<file path="config.mk">
export PLATFORM = sky130hd
export DESIGN_NAME = uart_tx
export DESIGN_NICKNAME = d
export VERILOG_FILES = /design/src/rtl/dds_uart_pkg.sv /design/src/rtl/uart_bit_timer.sv /design/src/rtl/uart_tx.sv
export SDC_FILE = /design/constraint.sdc
export NUM_CORES = 1
export LEC_CHECK = 0
export ABC_CLOCK_PERIOD_IN_PS = 2550
export BUFFER_PORTS_ARGS = -buffer_cell sky130_fd_sc_hd__clkbuf_2
export CORE_UTILIZATION = 46
export DETAILED_ROUTE_END_ITERATION = 6
export HOLD_SLACK_MARGIN = 0.02
export PLACE_DENSITY = 0.73
export SYNTH_ARGS = -nofsm -noshare
export SYNTH_HDL_FRONTEND = slang
export SYNTH_SLANG_ARGS = --single-unit
</file>
<file path="constraint.sdc">
create_clock -name clk -period 2.55 [get_ports clk]
set_clock_uncertainty 0.1 [all_clocks]
set_input_delay 0.51 -clock clk [delete_from_list [all_inputs] [get_ports clk]]
set_output_delay 0.51 -clock clk [all_outputs]
set_load 0.01 [all_outputs]
</file>
<file path="src/rtl/dds_uart_pkg.sv">
// dds_uart_pkg: definitions shared by the DDS control-link UART blocks
// (uart_rx and uart_tx).
//   uart_state_e      : transmitter FSM state encoding
//   UART_*_LVL        : line levels for the start bit, the stop bit and idle
//   DATA_BITS         : data bits per frame
//   FRAME_BITS        : start + byte index + data + stop
//   BYTES_PER_WORD    : bytes in one 16-bit frequency word
//   DEFAULT_CLKS_PER_BIT : 115200 baud at 60 MHz
package dds_uart_pkg;

    typedef enum logic [2:0] {
        ST_IDLE      = 3'd0,
        ST_START_BIT = 3'd1,
        ST_IDX_BIT   = 3'd2,
        ST_DATA_BITS = 3'd3,
        ST_STOP_BIT  = 3'd4,
        ST_DONE      = 3'd5
    } uart_state_e;

    localparam logic UART_START_LVL = 1'b0;
    localparam logic UART_STOP_LVL  = 1'b1;
    localparam logic UART_IDLE_LVL  = 1'b1;

    localparam int DATA_BITS            = 8;
    localparam int FRAME_BITS           = 11;
    localparam int BYTES_PER_WORD       = 2;
    localparam int DEFAULT_CLKS_PER_BIT = 521;

endpackage

</file>
<file path="src/rtl/uart_bit_timer.sv">
// uart_bit_timer: free-running bit-period counter.
//   clk, rst : clock and synchronous active-high reset
//   clear    : hold the counter at 0 (used while the line is not shifting)
//   bit_end  : high during the last cycle of each bit period
// The counter runs 0..CLKS_PER_BIT-1 and wraps, so each bit lasts exactly
// CLKS_PER_BIT cycles counted from the cycle after clear is released.
module uart_bit_timer #(
    parameter int CLKS_PER_BIT = 521,
    parameter int CNT_W        = $clog2(CLKS_PER_BIT)
) (
    input  logic clk,
    input  logic rst,
    input  logic clear,
    output logic bit_end
);

    localparam logic [CNT_W-1:0] CNT_LAST = CNT_W'(CLKS_PER_BIT - 1);

    logic [CNT_W-1:0] cnt_q;

    assign bit_end = (cnt_q == CNT_LAST);

    always_ff @(posedge clk) begin
        if (rst || clear) begin
            cnt_q <= '0;
        end else if (bit_end) begin
            cnt_q <= '0;
        end else begin
            cnt_q <= cnt_q + 1'b1;
        end
    end

endmodule

</file>
<file path="src/rtl/uart_tx.sv">
// uart_tx: reports the selected 16-bit DDS frequency word back to the host
// as two back-to-back 11-bit frames (low byte, then high byte).
// Frame: start(0), byte index (0 low / 1 high), 8 data bits LSB first, stop(1).
//   clk, rst  : clock and synchronous active-high reset
//   start     : one-cycle request; accepted only in IDLE, otherwise dropped
//               (no queueing). There is no ready signal: the requester may
//               watch busy, and a start seen while busy is simply ignored.
//   freq_sel  : 0 selects freq0, 1 selects freq1; sampled on acceptance
//   freq0/1   : frequency words
//   tx        : serial line, idles high, registered
//   busy      : high from the cycle after acceptance through the done cycle
//   done      : one-cycle pulse after the high-byte stop bit
module uart_tx
    import dds_uart_pkg::*;
#(
    parameter int CLKS_PER_BIT = DEFAULT_CLKS_PER_BIT
) (
    input  logic        clk,
    input  logic        rst,
    input  logic        start,
    input  logic        freq_sel,
    input  logic [15:0] freq0,
    input  logic [15:0] freq1,
    output logic        tx,
    output logic        busy,
    output logic        done
);

    localparam int CNT_W = $clog2(CLKS_PER_BIT);
    localparam logic [2:0] LAST_BIT = 3'(DATA_BITS - 1);

    uart_state_e state_q, state_n;
    logic        byte_q, byte_n;
    logic [2:0]  bit_q, bit_n;
    logic [15:0] shadow_q, shadow_n;
    logic        tx_n, busy_n, done_n;
    logic        timer_clear;
    logic        bit_end;

    // Counter sits at 0 outside the frame so the first bit after acceptance
    // gets a full period.
    assign timer_clear = (state_q == ST_IDLE) || (state_q == ST_DONE);

    uart_bit_timer #(
        .CLKS_PER_BIT (CLKS_PER_BIT),
        .CNT_W        (CNT_W)
    ) u_bit_timer (
        .clk     (clk),
        .rst     (rst),
        .clear   (timer_clear),
        .bit_end (bit_end)
    );

    always_ff @(posedge clk) begin
        if (rst) begin
            state_q  <= ST_IDLE;
            byte_q   <= 1'b0;
            bit_q    <= '0;
            shadow_q <= '0;
            tx       <= UART_IDLE_LVL;
            busy     <= 1'b0;
            done     <= 1'b0;
        end else begin
            state_q  <= state_n;
            byte_q   <= byte_n;
            bit_q    <= bit_n;
            shadow_q <= shadow_n;
            tx       <= tx_n;
            busy     <= busy_n;
            done     <= done_n;
        end
    end

    // Next state, indices and shadow word.
    always_comb begin
        state_n  = state_q;
        byte_n   = byte_q;
        bit_n    = bit_q;
        shadow_n = shadow_q;
        unique case (state_q)
            ST_IDLE: begin
                if (start) begin
                    state_n  = ST_START_BIT;
                    byte_n   = 1'b0;
                    bit_n    = '0;
                    shadow_n = freq_sel ? freq1 : freq0;
                end
            end
            ST_START_BIT: begin
                if (bit_end) state_n = ST_IDX_BIT;
            end
            ST_IDX_BIT: begin
                if (bit_end) begin
                    state_n = ST_DATA_BITS;
                    bit_n   = '0;
                end
            end
            ST_DATA_BITS: begin
                if (bit_end) begin
                    if (bit_q == LAST_BIT) begin
                        state_n = ST_STOP_BIT;
                        bit_n   = '0;
                    end else begin
                        bit_n = bit_q + 1'b1;
                    end
                end
            end
            ST_STOP_BIT: begin
                if (bit_end) begin
                    if (!byte_q) begin
                        byte_n  = 1'b1;
                        state_n = ST_START_BIT;
                    end else begin
                        state_n = ST_DONE;
                    end
                end
            end
            ST_DONE: begin
                state_n = ST_IDLE;
                byte_n  = 1'b0;
            end
            default: state_n = ST_IDLE;
        endcase
    end

    // Outputs are decoded from the next state so tx/busy/done can be
    // registered without adding a cycle of latency.
    always_comb begin
        tx_n   = UART_IDLE_LVL;
        busy_n = (state_n != ST_IDLE);
        done_n = (state_n == ST_DONE);
        unique case (state_n)
            ST_START_BIT: tx_n = UART_START_LVL;
            ST_IDX_BIT:   tx_n = byte_n;
            ST_DATA_BITS: tx_n = shadow_n[{byte_n, bit_n}];
            ST_STOP_BIT:  tx_n = UART_STOP_LVL;
            default:      tx_n = UART_IDLE_LVL;
        endcase
    end

endmodule

</file>
==> summary.md <==
| Metric | Value |
|---|---|
| Number of diodes | 0 |
| Critical path capture point type | register |
| DR pass1 iterations | 4 |
| Critical-path maximum fanout | 6 |
| Post-synth EDFFs | 0 |
| Fin util | 58.7% |
| Area leader, netlist | dfxtp_1 |
| Data required time at the worst endpoint | 2.61 ns |
| Syn. warnings | 0 |
| Final Max Slew Viols | 0 |
| Pwr dens | 495 nW/um^2 |
| Count leader, synth | nor2_1 |
| Reg-to-reg slack, setup | 0.10 ns |
| DR WL/cell | 12.5 um |
| Fraction of layout cells with a size suffix above 1 | 31.3% |
| Psw | 0.000287 W |
| Total Neg Setup Slack | 0 ns |
| FF+latch area | 723 sq um |
| Starting DRT DRC Count | 95 |
| Async set-reset flop share out of synthesis | 0% |
| Die X | 67.5 um |
| Vias in the first global route | 1,543 |
| CTS max path bufs | 2 |
| Fin crit share | 96.1% |
| Seq/Total Area, Yosys | 36.5% |
| Reg2reg start | u_bit_timer.cnt_q[1]$_SDFF_PP0_ |
| Grt total ovfl | 0 |
| DRC errors left | 0 |
| Core Rows | 23 |
| Static Leak | 0.986 nW |
| Initial Util | 48.7% |
| Final Setup Violations | 0 |
| Core area | 4060 sq um |
| Nets | 311 |
| Initial antenna violation count | 0 |
| Largest net degree at the start of global routing | 22 |
| Die height | 67.5 um |
| Full die area | 4560 sq um |
| R2R Path End | tx$_SDFF_PP1_ |
| Worst-Margin Slew | 0.396 ns |
| Layout area overhead | 20.7% |
| Synth Instances | 223 |
| Ports | 39 |
| Worst Path Arrival | 2.51 ns |
| Hold path start | shadow_q[12]$_SDFF_PP0_ |
| CTS sink cnt | 36 |
| Fmax | 0.408 GHz |
| Hold slack | 0.386 ns |
| Avg Cell Area, Syn | 8.85 sq um |
| Clock network power share | 34.5% |
| CTS root buf | clkbuf_8 |
| Multi-input logic area | 1160 sq um |
| CTS clk-pin slew, worst paths | 0.06 ns |
| CTS H-tree depth | 2 |
| Startpoint class of the critical path | register |
| R2R depth | 9 |
| Syn_nets | 263 |
| Seq pwr share | 51.4% |
| Comb power frac | 14.1% |
| Hold path cells | 2 |
| Switching Share | 24.4% |
| Distinct cells, synth | 58 |
| Placed Instances | 312 |
| Synthesized cell area | 1970 sq um |
| Total power | 0.00118 W |
| Relative slew slack | 73.3% |
| Final Non-Filler Cells | 322 |
| Gr usage total | 20.2% |
| Placer Congestion | 0.863 |
| Post-DRT Antenna Nets | 0 |
| Via/cell ratio | 5.33 |
| Ranking of synthesized cells by area | dfxtp_1, mux2i_1, nor2_1 |
| Filler cell count | 358 |
| First-pass GRT wire length | 6870 um |
| Top-area cell type share of the netlist area | 36.5% |
| Top cells by count, synth | nor2_1, dfxtp_1, mux2i_1 |
| CTS tree | yes |
| Worst hold path type | register to register |
| PortBufs | 38 |
| Hold Vio Cnt, Final | 0 |
| Max_cap viols | 0 |
| Setup CP Type | register to register |
| Via Count | 1,717 |
| Status | complete, no violations |
| Unrepaired setup endpoints after global routing | yes |
| Clock buffer count from CTS | 5 |
| Cell Int Power | 0.000891 W |
| FF+latch count, synth | 36 |
| Crit path time final | 2.45 ns |
| Final wirelength | 4030 um |
| Worst skew pair latency | 0.28 ns |
| Worst IR drop on VDD | 373 uV |
| Dpl hpwl | 3100 um |
| Primary FF master, synth | dfxtp_1 |
| CTS Hold Bufs | 0 |
| Hold EP | shadow_q[12]$_SDFF_PP0_ |
==> metal layers <==
layer,vias up,track usage [%],share of wire [%]
met4,0,5.59,0.72
met2,50,31.6,45
met3,4,5.24,4.4
li1,901,-,-
met1,762,27.3,50
met5,-,0,0
==> per-stage QoR <==
stage / worst slack [ns] / cell area [sq um]
5_1_grt: -0.0339 / 2380
3_3_place_gp: 0.0698 / 2260
3_5_place_dp: 0.0237 / 2260
6_report: 0.100 / 2380
2_1_floorplan: 0.0453 / 1970
4_1_cts: 0.00618 / 2350
==> worst max-delay path: stages (launching register included) <==
cell and delay, ns:
dfxtp_2 0.34, inv_2 0.07, ha_4 0.12, or4b_4 0.52
or3_4 0.39, and3_1 0.23, o21ai_0 0.19, o2111ai_1 0.14
o311ai_1 0.10, o211ai_1 0.13
==> repair_timing <==
item	4_1_cts	5_1_grt
gates resized for setup	0	8
setup buffers	0	2
setup endpoints to repair	0	2
==> kinds of logic (layout without fill, tap and decap cells) <==
| group | after synthesis | count (layout) | share of synthesized area, % |
|---|---|---|---|
| flip-flops | 36 | 36 | 36.5 |
| multiplexers | 17 | 17 | 8.68 |
| adder cells (fa/ha/maj) | 4 | 4 | 2.53 |
| AO/OA/AOI/OAI | 46 | 46 | 17.8 |
| XOR/XNOR | 9 | 9 | 3.99 |
| AND/OR/NAND/NOR | 91 | 91 | 25.0 |
| buffers and inverters | 20 | 69 | 5.45 |
==> cell usage in the layout (no fill, tap or decap), drive strengths merged, types with 2 or more instances in the layout <==
cell and n:
or3 2, nor3 4, mux2i 16, o31ai 2, xnor2 3, dfxtp 36, a211oi 12, nor2 41
ha 4, o21ai 6, nor4 2, nand2 8, a21oi 7, buf 18, or4b 2, or2b 2
o21a 2, and3 4, nand3 13, nor3b 4, xor2 6, nand2b 3, inv 5, a2bb2oi 2
clkbuf 46, o211ai 2, nor2b 3, a31oi 3
==> worst max-delay path by stage <==
stage                               startpoint            end  slack, ns  depth (start not counted)
2_1_floorplan  u_bit_timer.cnt_q[0]$_SDFF_PP0_  tx$_SDFF_PP1_       0.05                          9
3_3_place_gp   u_bit_timer.cnt_q[1]$_SDFF_PP0_  tx$_SDFF_PP1_       0.07                          8
3_5_place_dp   u_bit_timer.cnt_q[1]$_SDFF_PP0_  tx$_SDFF_PP1_       0.02                          8
4_1_cts        u_bit_timer.cnt_q[1]$_SDFF_PP0_  tx$_SDFF_PP1_      0.006                          8
5_1_grt        u_bit_timer.cnt_q[1]$_SDFF_PP0_  tx$_SDFF_PP1_      -0.03                          9
6_report       u_bit_timer.cnt_q[1]$_SDFF_PP0_  tx$_SDFF_PP1_       0.10                          9
==> final cells by class <==
type	instances	area share, %
Multi-Input combinational cell	167	48.8
Sequential cell	36	30.4
Timing Repair Buffer	56	13.7
Clock buffer	8	3.78
Tap cell	50	2.63
Inverter	5	0.788
==> state kept, by name (all words and copies together) (netlist names) <==
name and count:
busy 1, state_q 3, shadow_q 16, byte_q 1, tx 1, u_bit_timer.cnt_q 10
done 1, bit_q 3
==> power by group through the flow <==
stage	clock network (W)	logic, W	registers, W
after floorplan	0	0.000112	0.000613
after global routing	0.000429	0.000189	0.000608
after global placement	0	0.000160	0.000616
after CTS	0.000413	0.000164	0.000604
after detailed placement	0	0.000163	0.000616
final	0.000407	0.000167	0.000605
Note: power is estimated with default switching activity, not from simulation.
